`src/rtl/dmem_arbiter_pkg.sv`:
```
// Shared types and default widths for the data-memory arbiter.
package dmem_arb_pkg;

  localparam int ADDR_W_DEF    = 32;
  localparam int DATA_W_DEF    = 32;
  localparam int MAX_WAIT_DEF  = 4;
  localparam int MAX_BURST_DEF = 8;
  localparam int STAT_W        = 16;

  typedef enum logic [0:0] {
    ARB   = 1'b0,
    BURST = 1'b1
  } arb_state_t;

  typedef enum logic [1:0] {
    OWN_NONE = 2'd0,
    OWN_CPU  = 2'd1,
    OWN_PER  = 2'd2
  } rd_owner_t;

endpackage

```
`src/rtl/dmem_arbiter_if.sv`:
```
// Bus bundle between the two requesters, the arbiter and the data RAM.
//
// Handshake: a requester raises req with addr/we/wdata and holds them
// stable until gnt is seen high in the same cycle; that cycle is the
// access. A granted read returns rvalid/rdata exactly one cycle later;
// writes return nothing. slave = arbiter side, master = requester/RAM side.
interface dmem_arbiter_if
  import dmem_arb_pkg::*;
#(
  parameter int ADDR_W = ADDR_W_DEF,
  parameter int DATA_W = DATA_W_DEF
);
  logic              cpu_req;
  logic              cpu_we;
  logic [ADDR_W-1:0] cpu_addr;
  logic [DATA_W-1:0] cpu_wdata;
  logic              cpu_gnt;
  logic              cpu_stall;
  logic              cpu_rvalid;
  logic [DATA_W-1:0] cpu_rdata;

  logic              per_req;
  logic              per_we;
  logic              per_lock;
  logic [ADDR_W-1:0] per_addr;
  logic [DATA_W-1:0] per_wdata;
  logic              per_gnt;
  logic              per_rvalid;
  logic [DATA_W-1:0] per_rdata;

  logic              mem_we;
  logic [ADDR_W-1:0] mem_addr;
  logic [DATA_W-1:0] mem_wdata;
  logic [DATA_W-1:0] mem_rdata;

  logic [STAT_W-1:0] stat_cpu_stalls;
  logic [STAT_W-1:0] stat_per_grants;
  arb_state_t        state_dbg;

  modport slave (
    input  cpu_req, cpu_we, cpu_addr, cpu_wdata,
    output cpu_gnt, cpu_stall, cpu_rvalid, cpu_rdata,
    input  per_req, per_we, per_lock, per_addr, per_wdata,
    output per_gnt, per_rvalid, per_rdata,
    output mem_we, mem_addr, mem_wdata,
    input  mem_rdata,
    output stat_cpu_stalls, stat_per_grants, state_dbg
  );

  modport master (
    output cpu_req, cpu_we, cpu_addr, cpu_wdata,
    input  cpu_gnt, cpu_stall, cpu_rvalid, cpu_rdata,
    output per_req, per_we, per_lock, per_addr, per_wdata,
    input  per_gnt, per_rvalid, per_rdata,
    input  mem_we, mem_addr, mem_wdata,
    output mem_rdata,
    input  stat_cpu_stalls, stat_per_grants, state_dbg
  );
endinterface

```
`src/rtl/dmem_arbiter.sv`:
```
// Two-port data RAM arbiter (CPU load/store vs peripheral master).
// CPU has priority; the peripheral takes over after MAX_WAIT denied cycles
// and may lock the RAM for up to MAX_BURST consecutive grants, after which
// the CPU is guaranteed the next cycle.
// Optional statistics counters: define DMEM_ARB_STATS_EN.
module dmem_arbiter
  import dmem_arb_pkg::*;
#(
  parameter int ADDR_W    = ADDR_W_DEF,
  parameter int DATA_W    = DATA_W_DEF,
  parameter int MAX_WAIT  = MAX_WAIT_DEF,
  parameter int MAX_BURST = MAX_BURST_DEF
) (
  input  logic           clk,
  input  logic           rst,
  dmem_arbiter_if.slave  bus
);

  localparam int WAIT_W  = $clog2(MAX_WAIT + 1);
  localparam int BURST_W = $clog2(MAX_BURST + 1);
  localparam logic [WAIT_W-1:0]  WAIT_MAX  = WAIT_W'(MAX_WAIT);
  localparam logic [BURST_W-1:0] BURST_MAX = BURST_W'(MAX_BURST);

  arb_state_t        state;
  rd_owner_t         rd_owner;
  logic [WAIT_W-1:0]  wait_cnt;
  logic [BURST_W-1:0] burst_cnt;
  logic              force_cpu;
  logic              cpu_win;
  logic              per_win;
  logic              mux_we;
  logic [ADDR_W-1:0] mux_addr;
  logic [DATA_W-1:0] mux_wdata;

  // Grant decision: burst holder first, then CPU priority unless the
  // peripheral has waited long enough (and no post-burst CPU turn is owed).
  always_comb begin
    cpu_win = 1'b0;
    per_win = 1'b0;
    if (!rst) begin
      if (state == BURST && bus.per_req && bus.per_lock) begin
        per_win = 1'b1;
      end else if (bus.cpu_req && bus.per_req) begin
        if (wait_cnt == WAIT_MAX && !force_cpu) per_win = 1'b1;
        else                                    cpu_win = 1'b1;
      end else begin
        cpu_win = bus.cpu_req;
        per_win = bus.per_req;
      end
    end
  end

  // RAM port mux: driven only from the granted requester, zero when idle.
  always_comb begin
    mux_we    = 1'b0;
    mux_addr  = '0;
    mux_wdata = '0;
    if (cpu_win) begin
      mux_we    = bus.cpu_we;
      mux_addr  = bus.cpu_addr;
      mux_wdata = bus.cpu_wdata;
    end else if (per_win) begin
      mux_we    = bus.per_we;
      mux_addr  = bus.per_addr;
      mux_wdata = bus.per_wdata;
    end
  end

  // Arbitration state, wait/burst counters and read-return owner.
  always_ff @(posedge clk) begin
    if (rst) begin
      state     <= ARB;
      rd_owner  <= OWN_NONE;
      wait_cnt  <= '0;
      burst_cnt <= '0;
      force_cpu <= 1'b0;
    end else begin
      force_cpu <= 1'b0;

      if (cpu_win && !bus.cpu_we)      rd_owner <= OWN_CPU;
      else if (per_win && !bus.per_we) rd_owner <= OWN_PER;
      else                             rd_owner <= OWN_NONE;

      if (!bus.per_req || per_win)  wait_cnt <= '0;
      else if (wait_cnt != WAIT_MAX) wait_cnt <= wait_cnt + 1'b1;

      case (state)
        ARB: begin
          if (per_win && bus.per_lock) begin
            if (MAX_BURST == 1) begin
              force_cpu <= 1'b1;
              burst_cnt <= '0;
            end else begin
              state     <= BURST;
              burst_cnt <= BURST_W'(1);
            end
          end
        end
        BURST: begin
          if (bus.per_req && bus.per_lock) begin
            if ((burst_cnt + 1'b1) == BURST_MAX) begin
              state     <= ARB;
              burst_cnt <= '0;
              force_cpu <= 1'b1;
            end else begin
              burst_cnt <= burst_cnt + 1'b1;
            end
          end else begin
            state     <= ARB;
            burst_cnt <= '0;
          end
        end
        default: state <= ARB;
      endcase
    end
  end

  assign bus.cpu_gnt    = cpu_win;
  assign bus.per_gnt    = per_win;
  assign bus.cpu_stall  = bus.cpu_req & ~cpu_win & ~rst;
  assign bus.mem_we     = mux_we;
  assign bus.mem_addr   = mux_addr;
  assign bus.mem_wdata  = mux_wdata;
  assign bus.cpu_rvalid = (rd_owner == OWN_CPU);
  assign bus.per_rvalid = (rd_owner == OWN_PER);
  assign bus.cpu_rdata  = (rd_owner == OWN_CPU) ? bus.mem_rdata : '0;
  assign bus.per_rdata  = (rd_owner == OWN_PER) ? bus.mem_rdata : '0;
  assign bus.state_dbg  = state;

`ifdef DMEM_ARB_STATS_EN
  logic [STAT_W-1:0] stall_cnt;
  logic [STAT_W-1:0] pgnt_cnt;

  // Saturating event counters for stall cycles and peripheral grants.
  always_ff @(posedge clk) begin
    if (rst) begin
      stall_cnt <= '0;
      pgnt_cnt  <= '0;
    end else begin
      if (bus.cpu_stall && stall_cnt != '1) stall_cnt <= stall_cnt + 1'b1;
      if (per_win && pgnt_cnt != '1)        pgnt_cnt  <= pgnt_cnt + 1'b1;
    end
  end

  assign bus.stat_cpu_stalls = stall_cnt;
  assign bus.stat_per_grants = pgnt_cnt;
`else
  assign bus.stat_cpu_stalls = '0;
  assign bus.stat_per_grants = '0;
`endif

endmodule
```
`src/flat_wrapper.sv`:
```
// flat-port wrapper written by rule: the top's interface ports become plain ports
module dmem_arbiter_flat import dmem_arb_pkg::*;
#(
  parameter int ADDR_W    = ADDR_W_DEF,
  parameter int DATA_W    = DATA_W_DEF,
  parameter int MAX_WAIT  = MAX_WAIT_DEF,
  parameter int MAX_BURST = MAX_BURST_DEF
)
  (clk, rst, bus_cpu_req, bus_cpu_we, bus_cpu_addr, bus_cpu_wdata, bus_cpu_gnt, bus_cpu_stall, bus_cpu_rvalid, bus_cpu_rdata, bus_per_req, bus_per_we, bus_per_lock, bus_per_addr, bus_per_wdata, bus_per_gnt, bus_per_rvalid, bus_per_rdata, bus_mem_we, bus_mem_addr, bus_mem_wdata, bus_mem_rdata, bus_stat_cpu_stalls, bus_stat_per_grants, bus_state_dbg);
  dmem_arbiter_if #(.ADDR_W(ADDR_W), .DATA_W(DATA_W)) bus_i ();
  input  logic clk;
  input  logic rst;
  input wire logic [$bits(bus_i.cpu_req)-1:0] bus_cpu_req;
  input wire logic [$bits(bus_i.cpu_we)-1:0] bus_cpu_we;
  input wire logic [$bits(bus_i.cpu_addr)-1:0] bus_cpu_addr;
  input wire logic [$bits(bus_i.cpu_wdata)-1:0] bus_cpu_wdata;
  output wire logic [$bits(bus_i.cpu_gnt)-1:0] bus_cpu_gnt;
  output wire logic [$bits(bus_i.cpu_stall)-1:0] bus_cpu_stall;
  output wire logic [$bits(bus_i.cpu_rvalid)-1:0] bus_cpu_rvalid;
  output wire logic [$bits(bus_i.cpu_rdata)-1:0] bus_cpu_rdata;
  input wire logic [$bits(bus_i.per_req)-1:0] bus_per_req;
  input wire logic [$bits(bus_i.per_we)-1:0] bus_per_we;
  input wire logic [$bits(bus_i.per_lock)-1:0] bus_per_lock;
  input wire logic [$bits(bus_i.per_addr)-1:0] bus_per_addr;
  input wire logic [$bits(bus_i.per_wdata)-1:0] bus_per_wdata;
  output wire logic [$bits(bus_i.per_gnt)-1:0] bus_per_gnt;
  output wire logic [$bits(bus_i.per_rvalid)-1:0] bus_per_rvalid;
  output wire logic [$bits(bus_i.per_rdata)-1:0] bus_per_rdata;
  output wire logic [$bits(bus_i.mem_we)-1:0] bus_mem_we;
  output wire logic [$bits(bus_i.mem_addr)-1:0] bus_mem_addr;
  output wire logic [$bits(bus_i.mem_wdata)-1:0] bus_mem_wdata;
  input wire logic [$bits(bus_i.mem_rdata)-1:0] bus_mem_rdata;
  output wire logic [$bits(bus_i.stat_cpu_stalls)-1:0] bus_stat_cpu_stalls;
  output wire logic [$bits(bus_i.stat_per_grants)-1:0] bus_stat_per_grants;
  output wire logic [$bits(bus_i.state_dbg)-1:0] bus_state_dbg;
  assign bus_i.cpu_req = bus_cpu_req;
  assign bus_i.cpu_we = bus_cpu_we;
  assign bus_i.cpu_addr = bus_cpu_addr;
  assign bus_i.cpu_wdata = bus_cpu_wdata;
  assign bus_cpu_gnt = bus_i.cpu_gnt;
  assign bus_cpu_stall = bus_i.cpu_stall;
  assign bus_cpu_rvalid = bus_i.cpu_rvalid;
  assign bus_cpu_rdata = bus_i.cpu_rdata;
  assign bus_i.per_req = bus_per_req;
  assign bus_i.per_we = bus_per_we;
  assign bus_i.per_lock = bus_per_lock;
  assign bus_i.per_addr = bus_per_addr;
  assign bus_i.per_wdata = bus_per_wdata;
  assign bus_per_gnt = bus_i.per_gnt;
  assign bus_per_rvalid = bus_i.per_rvalid;
  assign bus_per_rdata = bus_i.per_rdata;
  assign bus_mem_we = bus_i.mem_we;
  assign bus_mem_addr = bus_i.mem_addr;
  assign bus_mem_wdata = bus_i.mem_wdata;
  assign bus_i.mem_rdata = bus_mem_rdata;
  assign bus_stat_cpu_stalls = bus_i.stat_cpu_stalls;
  assign bus_stat_per_grants = bus_i.stat_per_grants;
  assign bus_state_dbg = bus_i.state_dbg;
  dmem_arbiter #(.ADDR_W(ADDR_W), .DATA_W(DATA_W), .MAX_WAIT(MAX_WAIT), .MAX_BURST(MAX_BURST)) u_core (.clk(clk), .rst(rst), .bus(bus_i));
endmodule
```
`config.mk`:
```
export PLATFORM = sky130hd
export DESIGN_NAME = dmem_arbiter_flat
export DESIGN_NICKNAME = d
export VERILOG_FILES = /design/src/rtl/dmem_arbiter_pkg.sv /design/src/rtl/dmem_arbiter_if.sv /design/src/rtl/dmem_arbiter.sv /design/src/flat_wrapper.sv
export SDC_FILE = /design/constraint.sdc
export NUM_CORES = 1
export LEC_CHECK = 0
export ABC_AREA = 1
export BUFFER_PORTS_ARGS = -buffer_cell sky130_fd_sc_hd__clkbuf_2
export CORE_AREA = 2 2 129 131
export DETAILED_ROUTE_END_ITERATION = 6
export DIE_AREA = 0 0 131 133
export HOLD_SLACK_MARGIN = 0.03
export SLEW_MARGIN = 30
export SYNTH_ARGS = -nofsm -noshare
export SYNTH_HDL_FRONTEND = slang
export SYNTH_SLANG_ARGS = --single-unit
export TNS_END_PERCENT = 5
```
`constraint.sdc`:
```
create_clock -name clk -period 2.2 [get_ports clk]
set_input_delay 0.44 -clock clk [delete_from_list [all_inputs] [get_ports clk]]
set_output_delay 0.44 -clock clk [all_outputs]
set_load 0.01 [all_outputs]
```
# Word-level counts from Yosys, hierarchy flattened
# Cells that the tools add are included.
# classes
add_sub_neg	2
multipliers	0
div	0
order_cmp	0
n_eq_ne	6
n_shift	0
mux	27
bitwise_logic	6
reduce_logical	16
# op_table
op	n
$mux 32	6
$mux 1	15
$mux 4	3
$logic_and 1x1->1	8
$pmux 4 s2	1
$add 4x1->4 const B	1
$eq 4x4->1 const B	1
$logic_not 1->1	4
$not 1->1	4
$reduce_or 2->1	2
$add 3x1->3 const B	1
$eq 3x3->1 const B	1
$ne 3x3->1 const B	1
$reduce_or 3->1	1
$and 1x1->1	2
$eq 2x1->1 const B	1
$eq 2x2->1 const B	1
$mux 2	1
$ne 2x1->1 const B	1
$pmux 1 s2	1
$logic_or 1x1->1	1
# word_totals
regBits	11
latch_bits	0
ramBits	0
romBits	0
output_inout_bits	167
word_cells	63
memories	0

# Logic depth before layout (Yosys ltp)
# depth
depth_word	9
depth_mapped	11
mapped_depth_nobuf	10

# Least setup slack after synthesis
# Ideal clock, no wire load.
# synth_timing
kind	register -> output
start	reg u_core.wait_cnt[0]
end	out bus_mem_addr[14]
arrival_time_ps	1442
required_ps	1760
slack_ps	318
path_stages_with_launch	12
path_buffers	2
cell_sequence	dfxtp_1 inv_1 ha_1 nand2_2 inv_2 nand2_2 nand2_2 nand2_2 inv_4 buf_12 buf_8 a22o_1
# synth_via
elab_chain_cells	8
word_cells_on_any_way	12
cone_classes	eq/ne: 1; mux: 10; reduce/logical: 1
# synth_lines
item	line_no	text
from (decl)	dmem_arbiter.sv:26	logic [WAIT_W-1:0] wait_cnt;
from (signal assigned)	dmem_arbiter.sv:85	else if (wait_cnt != WAIT_MAX) wait_cnt <= wait_cnt + 1'b1;
$eq 3x3->1 (*)	dmem_arbiter.sv:44	if (wait_cnt == WAIT_MAX && !force_cpu) per_win = 1'b1;
$logic_and 1x1->1 (*)	dmem_arbiter.sv:44	
$mux 1	dmem_arbiter.sv:44	
$mux 1	dmem_arbiter.sv:43	end else if (bus.cpu_req && bus.per_req) begin
$mux 1	dmem_arbiter.sv:41	if (state == BURST && bus.per_req && bus.per_lock) begin
$mux 1	dmem_arbiter.sv:40	if (!rst) begin
$mux 32	dmem_arbiter.sv:62	end else if (per_win) begin
$mux 32 (*)	dmem_arbiter.sv:58	if (cpu_win) begin
to (decl)	flat_wrapper.sv:30	output wire logic [$bits(bus_i.mem_addr)-1:0] bus_mem_addr;
# Mark *: on every way between the ends. The rest lies on a longest branch, timed or not.

# Worst setup path in the final report
# layout_timing
start	reg u_core.wait_cnt[1]
end	out bus_mem_wdata[22]
# layout_via
elab_chain_cells	8
word_cells_on_any_way	12
cone_classes	eq/ne: 1; mux: 10; reduce/logical: 1
# layout_lines
item	line_no	text
$eq 3x3->1 (*)	dmem_arbiter.sv:44	
$logic_and 1x1->1 (*)	dmem_arbiter.sv:44	
$mux 1	dmem_arbiter.sv:44	
$mux 1	dmem_arbiter.sv:43	
$mux 1	dmem_arbiter.sv:41	
$mux 1	dmem_arbiter.sv:40	
$mux 32	dmem_arbiter.sv:62	
$mux 32 (*)	dmem_arbiter.sv:58	
to (decl)	flat_wrapper.sv:31	output wire logic [$bits(bus_i.mem_wdata)-1:0] bus_mem_wdata;
# Marked as above.

==> flow_summary_export.csv <==
group,metric,value,unit
logic_synthesis,ys_ff_latch,11,
clocking,clk_transition_reported_paths,0.04,ns
sta,maxSlewViolCount,0,
setup_path,worstPathArrival,1.73,ns
finish,utilization,24.22,%
die,pin_count,334,
logic_synthesis,async_flop_share,0,%
power,finalPower,1.162,mW
sta,period_minus_slack,2.172,ns
global_routing,track_usage,11.23,%
sta,finClkSkew,0.001030,ns
sta,tns,0,ns
power,power.density,296.8,mW/mm^2
routing,vias_per_cell,3.744,
clocking,postCtsHoldBufs,0,
finish,regArea,222.7,sq um
min_path,hold_class,"input pin to flop",
logic_synthesis,synthFlopType,"dfxtp_1",
power,p_leak,2.482,nW
setup_path,reg2reg_depth,10,
global_routing,antenna_found_initial,1,
die,die_x,131,um
logic_synthesis,ys_seq_area_share,11.44,%
place,pre_cts_slack,0.05058,ns
place,place_congestion,0.8563,
global_routing,grt_pass1_vias,2727,
global_routing,grt_pass1_wl,14860,um
finish,layout-drive-gt1-share,57.69,%
finish,layout_commonest_cell,"clkbuf_2",
routing,wl,11330,um
clocking,htreeDepth,1,
routing,wl_per_cell,13.73,um
routing,drt_iter0_drc,171,
die,coreArea,0.01617,sq mm
routing,antenna_left,0,
setup_path,timing.rr.start,"u_core.wait_cnt[1]",
outcome,status,"finished, final reports clean",
finish,area_growth,103.4,%
routing,via_count,3089,
power,peakVddDrop,0.2848,mV
setup_path,r2r-end,"u_core.wait_cnt[2]",
place,dp_hpwl,8932,um
logic_synthesis,yosysWarnings,0,
clocking,numCtsBuffers,3,
sta,setup_viol,0,
finish,nets,776,
logic_synthesis,syn_area,0.001926,sq mm
routing,drc,0,
clocking,cts-root-buf,"clkbuf_16",
die,initial_utilization,11.91,%
sta,fin_crit_sh,98.74,%
finish,nFillCells,1805,
logic_synthesis,synth_edf_count,0,
die,die-area,0.01742,sq mm
clocking,clk_latency,0.24,ns
logic_synthesis,yosysUniqueCellTypes,26,
die,die_y,133,um
sta,hold_viol_final,0,
finish,most-common-layout-cells,"296 x clkbuf_2, 69 x nor2_1, 61 x a22o_1, 45 x inv_1, 32 x conb_1",
setup_path,crit_fanout,7,
sta,grt_setup_unrepaired,"true",
setup_path,r2r_slack,0.81,ns
sta,worst_slack,0.02764,ns
finish,antenna_cells,0,
setup_path,endpoint,"bus_mem_wdata[22]",
sta,fmax,460.3,MHz
setup_path,setup.worst_path.end_class,"output port",
place,port_buffers,301,
setup_path,crit_path_start_kind,"flop",
clocking,clock_sinks,11,
clocking,cts_tree,"done",
finish,multi_input_area,0.001290,sq mm
die,rows,47,
setup_path,critPathLaunch,"u_core.wait_cnt[1]",
global_routing,grt-ovfl-total,0,
run,max_cap_violations,0,
routing,first_pass_iters,4,
clocking,cts_max_path_buffers,2,
global_routing,grt_max_degree,34,
logic_synthesis,syn_avg_cell_area,6.527,sq um
setup_path,worstPathRequired,1.76,ns
setup_path,criticalPathCategory,"flop to output port",
logic_synthesis,syn_inst,295,
-- worst min-delay path by stage --
stage	startpoint	endpoint	cells past startpoint
after floorplan	u_core.wait_cnt[0]	u_core.wait_cnt[0]	2
after global placement	u_core.wait_cnt[0]	u_core.wait_cnt[0]	2
after detailed placement	u_core.burst_cnt[1]	u_core.burst_cnt[1]	2
after CTS	bus_cpu_we	u_core.rd_owner[0]	2
after global routing	bus_cpu_we	u_core.rd_owner[0]	2
final	bus_per_we	u_core.rd_owner[1]	2
-- cells in the mapped netlist (3+ instances only) --
cell type | number | area share (%)
buf_8 | 4 | 3.1
inv_1 | 47 | 9.2
nand2_1 | 15 | 2.9
nand3_1 | 8 | 2.1
buf_6 | 5 | 2.9
buf_4 | 33 | 13
nor2_1 | 69 | 13
dfxtp_1 | 11 | 11
clkbuf_1 | 7 | 1.4
a21oi_1 | 8 | 2.1
nand2_2 | 4 | 1.3
ha_1 | 3 | 1.9
a22o_1 | 64 | 29
-- through the flow --
step           hold WS [ns]  std cells  area (sq um)
2_1_floorplan        0.4562        326          2042
3_3_place_gp         0.4752        806          3511
3_5_place_dp         0.4794        806          3511
4_1_cts              0.3675        821          3785
5_1_grt              0.3929        825          3916
6_report             0.3912        825          3916
-- flip-flops by register name, indices dropped and copies added (netlist names) --
register	cells
u_core.burst_cnt	4
u_core.bus.state_dbg	1
u_core.force_cpu	1
u_core.rd_owner	2
u_core.wait_cnt	3
-- kinds of logic (layout without fill, tap and decap cells) --
logic type      Yosys count  count (layout)  share of synthesized area [%]
xor+xnor                  2               2                         0.9098
flops                    11              11                          11.44
simple gates            102             102                          21.96
compound gates           74              74                          31.84
buf+inv                 102             381                          31.71
fa+ha+maj                 3               3                          1.950
other cells               1              32                         0.1947
-- power by group --
group	internal, mW	switching (mW)	total [mW]	leakage (nW)
Combinational	0.300	0.316	0.616	2.35
Clock	0.244	0.0947	0.338	0.0382
Sequential	0.205	0.00292	0.208	0.0900
-- routing by layer --
| layer | GRT usage (%) | share of wire, % |
|---|---|---|
| met3 | 1.415 | 7.3 |
| met5 | 0 | 0.11 |
| met1 | 14.12 | 41 |
| met4 | 3.132 | 2.5 |
| met2 | 19.86 | 49 |
-- what timing repair did --
item	4_1_cts	5_1_grt
gates cloned	4	1
pin swaps	3	4
setup buffers	7	3
resized for setup	18	22
endpoints found under the setup margin	63	63
-- final cells by class --
type / instances / area share (%)
tap: 220 / 7.029
multi-input combinational: 213 / 32.94
inverter: 50 / 5.495
timing repair buffer: 326 / 46.68
sequential: 11 / 5.687
clock buffer: 4 / 2.013
timing repair inverter: 1 / 0.1597
-- worst max-delay path: stages (launching register included) --
cell       delay, ns
dfxtp_2         0.34
inv_2           0.05
ha_4            0.15
nand2_4         0.06
inv_4           0.04
nand2_4         0.08
nand2_4         0.08
nand2_8         0.10
inv_12          0.06
clkbuf_16       0.16
a22o_4          0.23
buf_6           0.12
No activity file was read; power rests on OpenSTA's default activity.
